<file path="src/rtl/alu_seq_ctrl.sv">
// rtl/alu_seq_ctrl.sv - command/response sequencer driving the 16-bit ALU
// Optional shift-add multiply compiled in with macro ALU_SEQ_MUL_EN.
module alu_seq_ctrl #(
  parameter int WIDTH = 16
) (
  input  logic             clk,
  input  logic             rst_n,
  input  logic             cmd_valid,
  output logic             cmd_ready,
  input  logic [2:0]       cmd_op,
  input  logic [WIDTH-1:0] cmd_a,
  input  logic [WIDTH-1:0] cmd_b,
  output logic [WIDTH-1:0] alu_a,
  output logic [WIDTH-1:0] alu_b,
  output logic [2:0]       alu_op,
  output logic             alu_bnegate,
  input  logic [WIDTH-1:0] alu_result,
  input  logic             alu_carry,
  input  logic             alu_zero,
  input  logic             alu_overflow,
  output logic             rsp_valid,
  input  logic             rsp_ready,
  output logic [WIDTH-1:0] rsp_result,
  output logic             rsp_carry,
  output logic             rsp_zero,
  output logic             rsp_overflow,
  output logic             rsp_err
);

  typedef enum logic [1:0] {IDLE, EXEC, MUL_ITER, DONE} state_t;

  localparam logic [2:0] OP_AND = 3'd0;
  localparam logic [2:0] OP_OR  = 3'd1;
  localparam logic [2:0] OP_XOR = 3'd2;
  localparam logic [2:0] OP_ADD = 3'd3;
  localparam logic [2:0] OP_SUB = 3'd4;

  localparam logic [2:0] ALU_AND   = 3'b000;
  localparam logic [2:0] ALU_OR    = 3'b010;
  localparam logic [2:0] ALU_XOR   = 3'b011;
  localparam logic [2:0] ALU_ADDSUB = 3'b100;

  state_t           state_q, state_d;
  logic [WIDTH-1:0] alu_a_q, alu_a_d;
  logic [WIDTH-1:0] alu_b_q, alu_b_d;
  logic [2:0]       alu_op_q, alu_op_d;
  logic             alu_bnegate_q, alu_bnegate_d;
  logic             err_q, err_d;
  logic [WIDTH-1:0] rsp_result_q, rsp_result_d;
  logic             rsp_carry_q, rsp_carry_d;
  logic             rsp_zero_q, rsp_zero_d;
  logic             rsp_overflow_q, rsp_overflow_d;
  logic             rsp_err_q, rsp_err_d;

`ifdef ALU_SEQ_MUL_EN
  localparam logic [2:0] OP_MUL = 3'd5;
  localparam int CW = $clog2(WIDTH);

  logic [WIDTH-1:0]   mul_a_q, mul_a_d;
  logic [WIDTH-1:0]   mul_b_q, mul_b_d;
  logic [CW-1:0]      cnt_q, cnt_d;
  logic               sticky_q, sticky_d;
  logic [CW-1:0]      cnt_inc;
  logic [2*WIDTH-1:0] mul_wide;
  logic               mul_lost;
  logic               sticky_nxt;
`endif

  assign cmd_ready    = (state_q == IDLE);
  assign rsp_valid    = (state_q == DONE);
  assign alu_a        = alu_a_q;
  assign alu_b        = alu_b_q;
  assign alu_op       = alu_op_q;
  assign alu_bnegate  = alu_bnegate_q;
  assign rsp_result   = rsp_result_q;
  assign rsp_carry    = rsp_carry_q;
  assign rsp_zero     = rsp_zero_q;
  assign rsp_overflow = rsp_overflow_q;
  assign rsp_err      = rsp_err_q;

  always_comb begin
    state_d        = state_q;
    alu_a_d        = alu_a_q;
    alu_b_d        = alu_b_q;
    alu_op_d       = alu_op_q;
    alu_bnegate_d  = alu_bnegate_q;
    err_d          = err_q;
    rsp_result_d   = rsp_result_q;
    rsp_carry_d    = rsp_carry_q;
    rsp_zero_d     = rsp_zero_q;
    rsp_overflow_d = rsp_overflow_q;
    rsp_err_d      = rsp_err_q;
`ifdef ALU_SEQ_MUL_EN
    mul_a_d    = mul_a_q;
    mul_b_d    = mul_b_q;
    cnt_d      = cnt_q;
    sticky_d   = sticky_q;
    cnt_inc    = cnt_q + CW'(1);
    // Bits of a pushed above the top of the word by this iteration's shift
    mul_wide   = {{WIDTH{1'b0}}, mul_a_q} << cnt_q;
    mul_lost   = (mul_wide >> WIDTH) != '0;
    sticky_nxt = sticky_q | alu_carry | (mul_b_q[cnt_q] & mul_lost);
`endif

    case (state_q)
      IDLE: begin
        if (cmd_valid) begin
          alu_a_d       = cmd_a;
          alu_b_d       = cmd_b;
          alu_op_d      = ALU_AND;
          alu_bnegate_d = 1'b0;
          err_d         = 1'b0;
          state_d       = EXEC;
          case (cmd_op)
            OP_AND: alu_op_d = ALU_AND;
            OP_OR:  alu_op_d = ALU_OR;
            OP_XOR: alu_op_d = ALU_XOR;
            OP_ADD: alu_op_d = ALU_ADDSUB;
            OP_SUB: begin
              alu_op_d      = ALU_ADDSUB;
              alu_bnegate_d = 1'b1;
            end
`ifdef ALU_SEQ_MUL_EN
            OP_MUL: begin
              alu_op_d = ALU_ADDSUB;
              alu_a_d  = '0;
              alu_b_d  = cmd_b[0] ? cmd_a : '0;
              mul_a_d  = cmd_a;
              mul_b_d  = cmd_b;
              cnt_d    = '0;
              sticky_d = 1'b0;
              state_d  = MUL_ITER;
            end
`endif
            default: err_d = 1'b1;
          endcase
        end
      end

      EXEC: begin
        if (err_q) begin
          rsp_result_d   = '0;
          rsp_carry_d    = 1'b0;
          rsp_zero_d     = 1'b0;
          rsp_overflow_d = 1'b0;
          rsp_err_d      = 1'b1;
        end else begin
          rsp_result_d   = alu_result;
          rsp_carry_d    = alu_carry;
          rsp_zero_d     = alu_zero;
          rsp_overflow_d = alu_overflow;
          rsp_err_d      = 1'b0;
        end
        state_d = DONE;
      end

`ifdef ALU_SEQ_MUL_EN
      MUL_ITER: begin
        alu_a_d  = alu_result;
        alu_b_d  = mul_b_q[cnt_inc] ? (mul_a_q << cnt_inc) : '0;
        cnt_d    = cnt_inc;
        sticky_d = sticky_nxt;
        if (cnt_q == CW'(WIDTH - 1)) begin
          rsp_result_d   = alu_result;
          rsp_carry_d    = sticky_nxt;
          rsp_overflow_d = sticky_nxt;
          rsp_zero_d     = (alu_result == '0);
          rsp_err_d      = 1'b0;
          state_d        = DONE;
        end
      end
`endif

      DONE: begin
        if (rsp_ready) state_d = IDLE;
      end

      default: state_d = IDLE;
    endcase
  end

  always_ff @(posedge clk or negedge rst_n) begin
    if (!rst_n) begin
      state_q        <= IDLE;
      alu_a_q        <= '0;
      alu_b_q        <= '0;
      alu_op_q       <= ALU_AND;
      alu_bnegate_q  <= 1'b0;
      err_q          <= 1'b0;
      rsp_result_q   <= '0;
      rsp_carry_q    <= 1'b0;
      rsp_zero_q     <= 1'b0;
      rsp_overflow_q <= 1'b0;
      rsp_err_q      <= 1'b0;
`ifdef ALU_SEQ_MUL_EN
      mul_a_q        <= '0;
      mul_b_q        <= '0;
      cnt_q          <= '0;
      sticky_q       <= 1'b0;
`endif
    end else begin
      state_q        <= state_d;
      alu_a_q        <= alu_a_d;
      alu_b_q        <= alu_b_d;
      alu_op_q       <= alu_op_d;
      alu_bnegate_q  <= alu_bnegate_d;
      err_q          <= err_d;
      rsp_result_q   <= rsp_result_d;
      rsp_carry_q    <= rsp_carry_d;
      rsp_zero_q     <= rsp_zero_d;
      rsp_overflow_q <= rsp_overflow_d;
      rsp_err_q      <= rsp_err_d;
`ifdef ALU_SEQ_MUL_EN
      mul_a_q        <= mul_a_d;
      mul_b_q        <= mul_b_d;
      cnt_q          <= cnt_d;
      sticky_q       <= sticky_d;
`endif
    end
  end

endmodule
</file>
<file path="config.mk">
export PLATFORM = sky130hd
export DESIGN_NAME = alu_seq_ctrl
export DESIGN_NICKNAME = d
export VERILOG_FILES = /design/src/rtl/alu_seq_ctrl.sv
export SDC_FILE = /design/constraint.sdc
export NUM_CORES = 1
export LEC_CHECK = 0
export CAP_MARGIN = 20
export CORE_MARGIN = 2
export CORE_UTILIZATION = 40
export DETAILED_ROUTE_END_ITERATION = 6
export PLACE_DENSITY = 0.77
export SETUP_SLACK_MARGIN = 0.05
export SKIP_CTS_REPAIR_TIMING = 1
export SLEW_MARGIN = 20
export SYNTH_ARGS = -nofsm -noshare
export SYNTH_HDL_FRONTEND = slang
export SYNTH_SLANG_ARGS = --single-unit
</file>
<file path="constraint.sdc">
create_clock -name clk -period 1.7 [get_ports clk]
set_input_delay 0.34 -clock clk [delete_from_list [all_inputs] [get_ports clk]]
set_output_delay 0.34 -clock clk [all_outputs]
set_load 0.005 [all_outputs]
</file>
After elaboration in Yosys (flattened, before gate mapping):

Index checks and enable logic that the tools add are counted.

* muxes and demuxes: 11
* equality and inequality tests: 8
* reductions and logical operators: 6

Operators with widths (count)
* $mux W16: 1
* $pmux W3 S3: 1
* $eq A3 B2 Y1 const B: 2
* $mux W1: 6
* $pmux W2 S3: 1
* $reduce_or A5 Y1: 1
* $mux W2: 2
* $reduce_and A2 Y1: 2
* $eq A3 B1 Y1 const B: 1
* $eq A3 B3 Y1 const B: 1
* $logic_not A3 Y1: 1
* $eq A2 B1 Y1 const B: 1
* $eq A2 B2 Y1 const B: 1
* $logic_not A2 Y1: 1
* $ne A2 B1 Y1 const B: 1
* $ne A2 B2 Y1 const B: 1
* $reduce_or A2 Y1: 1

* register bits: 59
* output and inout bits: 58
* logic and storage cells: 36
* input bits: 58

Logic depth before layout (Yosys ltp):

Gate-level depths: netlist of the first run.

* depth after elaboration: 3
* mapped depth: 5

Worst setup path before layout of the first run:

OpenSTA, ideal clock, no wires.

* path type: register to register
* from: register state_q[1]
* to: register alu_op_q[1], in the netlist alu_op[1]
* library setup time: 0.092 ns
* required time: 1.608 ns
* data arrival time: 1.218 ns
* cell stages (with the launch flop): 5
* path buffers: 2
* slack: 0.390 ns
* cells stage by stage: dfrtp_1 or3b_1 clkbuf_1 buf_6 o31ai_2

* word-level cells in the longest chain between the ends: 2

Ends and longest elaborated chain
* start: declaration: RTL line 43 `state_t state_q, state_d;`
* start signal: assignment: RTL line 202 `state_q <= state_d;`
* $logic_not A2 Y1: RTL line 105 `case (state_q)`
* $reduce_and A2 Y1 (no source line)
* end signal: assignment: RTL line 205 `alu_op_q <= alu_op_d;`
* end: declaration: RTL line 46 `logic [2:0] alu_op_q, alu_op_d;`

No other way between the ends.
A chain may end at the register's enable or synchronous reset.

Worst setup path in the final report of the first run:

* from: register alu_b_q[12], in the netlist alu_b[12]
* to: output port alu_b[12]

RTL lines
* start: declaration: RTL line 45 `logic [WIDTH-1:0] alu_b_q, alu_b_d;`
* start signal: assignment: RTL line 204 `alu_b_q <= alu_b_d;`
* end: declaration: RTL line 14 `output logic [WIDTH-1:0] alu_b,`

No word-level cell between the ends.

==> results.json, run 1 <==
{
  "dieArea_um2": 6520,
  "syn-num-nets": 309,
  "max-slew-margin-rel_pct": 66.8,
  "crit_type": "reg -> out",
  "antenna_found_initial": 0,
  "violations": "negative hold slack",
  "cts-htree-levels": 3,
  "coreArea_um2": 5610,
  "finalNetCount": 435,
  "tritoncts": "done",
  "status": "complete, but fails checks",
  "utilization_pct": 68.0,
  "synth_warnings": 0,
  "worstSetupStartpointType": "flop",
  "setup_slack_ns": 0.157,
  "clock-sinks": 59,
  "die_y_um": 80.7,
  "ys_ff_latch": 59,
  "combPwrFrac_pct": 43.4,
  "min_period_ns": 1.54,
  "p_switching_mw": 1.96,
  "drt-wirelength-per-cell_um": 13.0,
  "drcViolationCount": 0,
  "ant_nets": 0,
  "ys_seq_area_share_pct": 62.7,
  "rsz0062_at_grt": "no",
  "worst_hold_slack_ns": -0.0246,
  "area_growth_pct": 61.9,
  "setup_tns_ns": 0,
  "pin_count": 116,
  "cp_slowest_cell": "clkdlybuf4s50_1",
  "post-place-ws_ns": -0.0474,
  "grt_max_degree": 27,
  "finalMaxSlewViolations": 0,
  "final_cells": 454,
  "firstDrtPassIters": 4,
  "drt-initial-drc-count": 83,
  "synth_edf_count": 0,
  "syn_area_per_cell_um2": 9.39,
  "fill_cells": 475,
  "vdd_drop_max_uv": 818,
  "clock_latency_ns": 0.32,
  "worst_pin_slew_ns": 0.498,
  "via_count": 2077,
  "viasPerCell": 4.57,
  "gp_congestion": 0.807,
  "critPathRequiredTime_ns": 1.36,
  "syn_area_um2": 2360,
  "cpPeakStageDelay_ns": 0.51,
  "hpwl_um": 4340,
  "routed_wl_um": 5890,
  "clkPwrFrac_pct": 17.6,
  "die_x_um": 80.7,
  "max_cap_viol_count": 0,
  "layout-drive-gt1-share_pct": 8.64,
  "critPathBufInv": 1,
  "cts_buffers": 9,
  "cts_root_buf": "clkbuf_8",
  "grt_first_pass_wirelength_um": 9520,
  "synthArstFlopShare_pct": 100,
  "critPathTopFamily": "buffers and inverters",
  "netlist_instances": 251,
  "fmax_ghz": 0.648,
  "clockBufferDepth": 2,
  "finalSetupViolations": 0,
  "crit_chain": "clkdlybuf4s50_1",
  "hold_viol": 20,
  "start_util_pct": 42.0,
  "final_cell_mix": "120 x nand2_1, 112 x clkdlybuf4s50_1, 57 x dfrtp_1",
  "gr-total-overflow": 0,
  "fin_skew_ns": 0.00857,
  "dp.cells": 435,
  "synth_flop_cell": "dfrtp_1",
  "grt_pass1_vias": 2077,
  "hold_path.class": "in -> async",
  "cell_internal_pwr_mw": 4.32,
  "clk_pin_slew_ns": 0.06,
  "synth.distinct_cells": 21,
  "switching_share_pct": 31.2,
  "rows": 27,
  "dpl_cell_area_um2": 3610,
  "cp-end-kind": "output pin",
  "power.density_nw_per_um2": 1650,
  "seqPwrFrac_pct": 39.1,
  "track_usage_pct": 19.1,
  "worstPathMaxFanout": 2,
  "io_buffer_count": 115,
  "fin_area_um2": 3810,
  "min_period_over_period_pct": 90.8,
  "final_common_cell": "nand2_1",
  "power_mw": 6.28,
  "arrival_ns": 1.20,
  "n_antenna_cell": 0,
  "power_leakage_nw": 1.82
}
[state kept, by name, summed over array words and instances, names as in the netlist]
register      flops
alu_a            16
alu_b            16
rsp_result       16
alu_op            3
state_q           2
alu_bnegate       1
err_q             1
rsp_carry         1
rsp_err           1
rsp_overflow      1
rsp_zero          1
[power groups by stage]
stage                     registers (mW)  clock network (mW)  logic (mW)
after floorplan                     2.46                   0       0.992
after global placement              2.48                   0        2.61
after detailed placement            2.49                   0        2.69
after CTS                           2.48                1.13        2.70
after global routing                2.53                1.21        3.03
final                               2.45                1.10        2.72
[area by class of cell]
cell class / instances / area (µm²) / share of cell area (%)
Sequential cell: 59 / 1480 / 38.8
Timing Repair Buffer: 129 / 1260 / 32.9
Multi-Input combinational cell: 176 / 808 / 21.2
Clock buffer: 14 / 163 / 4.27
Tap cell: 72 / 90.1 / 2.36
Clock inverter: 2 / 10.0 / 0.262
Inverter: 2 / 7.51 / 0.197
[logic make-up (layout without fill, tap and decap cells)]
family / after synthesis / in the layout / synth area share, %
simple gates: 147 / 147 / 26.4
xor+xnor: 1 / 1 / 0.372
compound gates: 27 / 27 / 6.80
mux: 1 / 1 / 0.478
flops: 59 / 59 / 62.7
buf+inv: 16 / 147 / 3.29
[Yosys cell counts, types with 2 or more instances]
cell / n / area share [%]
buf_2: 8 / 1.7
clkbuf_1: 5 / 0.80
dfrtp_1: 59 / 63
inv_1: 2 / 0.32
nand2_1: 120 / 19
nand2b_1: 20 / 5.3
nor2_1: 3 / 0.48
o21ai_0: 19 / 4.0
o21ai_1: 3 / 0.64
[final timing paths]
kind	start	to	slack, ns	cells after the start
setup / recovery	alu_b[12]	alu_b[12]	0.16	1
hold / removal	rst_n	alu_a[12]	-0.02	1
setup reg to reg	state_q[1]	alu_op[1]	0.23	4
hold reg to reg	alu_a[1]	alu_a[1]	0.48	2
max in group asynchronous	rst_n	rsp_result[13]	1.11	2
min in group clk	alu_a[1]	alu_a[1]	0.48	2
[per-layer routing]
layer | share of wire, % | GRT usage, % | vias to the layer above
met5 | 0 | 0 | -
met4 | 1.3 | 7.12 | 0
met3 | 7.2 | 5.22 | 6
met2 | 47 | 31.3 | 71
met1 | 44 | 24.3 | 969
li1 | - | - | 1031
No activity file was read; power rests on OpenSTA's default activity.
==> run 2: changes to the inputs <==
- CAP_MARGIN: 20 -> 30
- GPL_TIMING_DRIVEN: unset -> 0
==> run 2 against run 1 <==
Against the previous run: the run now ends clean; setup slack got worse by 0.0059 ns; non-clock buffer count increased by 5; cell area increased by 0.23%; critical endpoint is now alu_b[1]; largest cell class unchanged.
==> results.json, run 2 (synthesis results as in run 1) <==
{
  "cp_slowest_cell": "dfrtp_2",
  "met2_usage_pct": 33.8,
  "fin_skew_ns": 0.00431,
  "utilization_pct": 68.2,
  "via_count": 2090,
  "firstDrtPassIters": 4,
  "rows": 27,
  "tritoncts": "done",
  "status": "completed",
  "clock_latency_ns": 0.32,
  "pin_count": 116,
  "die_y_um": 80.7,
  "clock-sinks": 59,
  "critPathRequiredTime_ns": 1.91,
  "cpPeakStageDelay_ns": 0.42,
  "worst_pin_slew_ns": 0.481,
  "grt_first_pass_wirelength_um": 9800,
  "max_cap_viol_count": 0,
  "drt-wirelength-per-cell_um": 13.1,
  "fmax_ghz": 0.646,
  "critPathBufInv": 3,
  "clockBufferDepth": 2,
  "final_cells": 458,
  "crit_type": "reg -> reg",
  "post-place-ws_ns": -0.104,
  "layout-drive-gt1-share_pct": 8.29,
  "worstPathMaxFanout": 10,
  "cpMostUsedCell": "nand2_1",
  "gp_congestion": 0.799,
  "setup_slack_ns": 0.151,
  "clk_pin_slew_ns": 0.06,
  "fin_area_um2": 3820,
  "die_x_um": 80.7,
  "final_common_cell": "nand2_1",
  "arrival_ns": 1.76,
  "hold_viol": 0,
  "finalSetupViolations": 0,
  "rsz0062_at_grt": "yes",
  "routed_wl_um": 6000,
  "finalMaxSlewViolations": 0,
  "power.density_nw_per_um2": 1640,
  "grtUsageMet1_pct": 23.2,
  "dieArea_um2": 6520,
  "dpl_cell_area_um2": 3620,
  "gr-total-overflow": 0,
  "crit_chain": "buf_4 > or3b_1 > clkbuf_1 > buf_2 > nand2_1 > nand2_1",
  "dp.cells": 439,
  "cts-htree-levels": 3,
  "max-slew-margin-rel_pct": 67.8,
  "drcViolationCount": 0,
  "cp-end-kind": "flop",
  "min_period_over_period_pct": 91.1,
  "io_buffer_count": 115,
  "cts_buffers": 9,
  "cts_root_buf": "clkbuf_8",
  "power_leakage_nw": 1.82,
  "start_util_pct": 42.0,
  "grt_pass1_vias": 2140,
  "coreArea_um2": 5610,
  "antenna_found_initial": 0,
  "worstSetupStartpointType": "flop",
  "hpwl_um": 4300,
  "grt_max_degree": 58,
  "vdd_drop_max_uv": 763,
  "track_usage_pct": 19.8,
  "drt-initial-drc-count": 67,
  "use_met3_pct": 5.44,
  "n_antenna_cell": 0,
  "setup_tns_ns": 0,
  "finalNetCount": 440,
  "min_period_ns": 1.55,
  "area_growth_pct": 62.2,
  "critPathTopFamily": "buffers and inverters",
  "hold_path.class": "in -> async",
  "viasPerCell": 4.56,
  "ant_nets": 0,
  "grt_busiest_layer": "met2",
  "final_cell_mix": "120 x nand2_1, 112 x clkdlybuf4s50_1, 57 x dfrtp_1"
}
## run 2: cell types whose count changed in the layout (fill, tap and decap cells not counted)
| cell | before | now |
|---|---|---|
| clkbuf_8 | 11 | 10 |
| dlygate4sd3_1 | 0 | 1 |
| clkbuf_1 | 3 | 7 |
| buf_2 | 1 | 8 |
| clkinv_2 | 2 | 3 |
| buf_4 | 14 | 4 |
| buf_16 | 0 | 1 |
| buf_6 | 0 | 1 |
| nor3b_4 | 1 | 0 |
| nor3b_2 | 0 | 1 |
## run 2: final cells by class
type	count	area, µm²
flip-flops and latches	59	1480
well taps	72	90.1
clock buffers	12	145
inverters	2	7.51
repair buffers	120	1210
clock inverters	3	15.0
fillers	480	1790
plain buffers	14	70.1
multi-input cells	176	802
## run 2: worst paths after layout
| path | from | endpoint | slack, ns | cells after the start |
|---|---|---|---|---|
| hold / removal | rst_n | alu_a[12] | 0.36 | 2 |
| max in group asynchronous | rst_n | state_q[0] | 0.88 | 3 |
| min in group clk | alu_a[11] | alu_a[11] | 0.47 | 2 |
| hold reg to reg | alu_a[11] | alu_a[11] | 0.47 | 2 |
| setup / recovery | state_q[1] | alu_b[1] | 0.15 | 6 |
| setup reg to reg | state_q[1] | alu_b[1] | 0.15 | 6 |
## run 2: per-layer routing
metal	routed length, µm	up-vias
met4	97	0
met3	463	10
met1	2580	958
met2	2860	79
li1	-	1043
met5	0	-
## run 2: worst register-to-register path, stage by stage (launching register included)
cell      delay [ns]
dfrtp_2         0.42
buf_4           0.15
or3b_1          0.36
clkbuf_1        0.15
buf_2           0.21
nand2_1         0.09
nand2_1         0.06
## run 2: stage by stage
stage | total power, mW | hold WS [ns]
finish | 6.26 | 0.356
global route | 6.77 | 0.344
CTS | 6.29 | -0.210
detailed placement | 5.20 | 0.146
global placement | 5.09 | 0.457
floorplan | 3.45 | 0.0444
## run 2: power by group
group	leakage [nW]	switching, mW	internal [mW]
registers	0.737	0.352	2.06
logic	0.995	1.13	1.66
clock network	0.0860	0.505	0.554
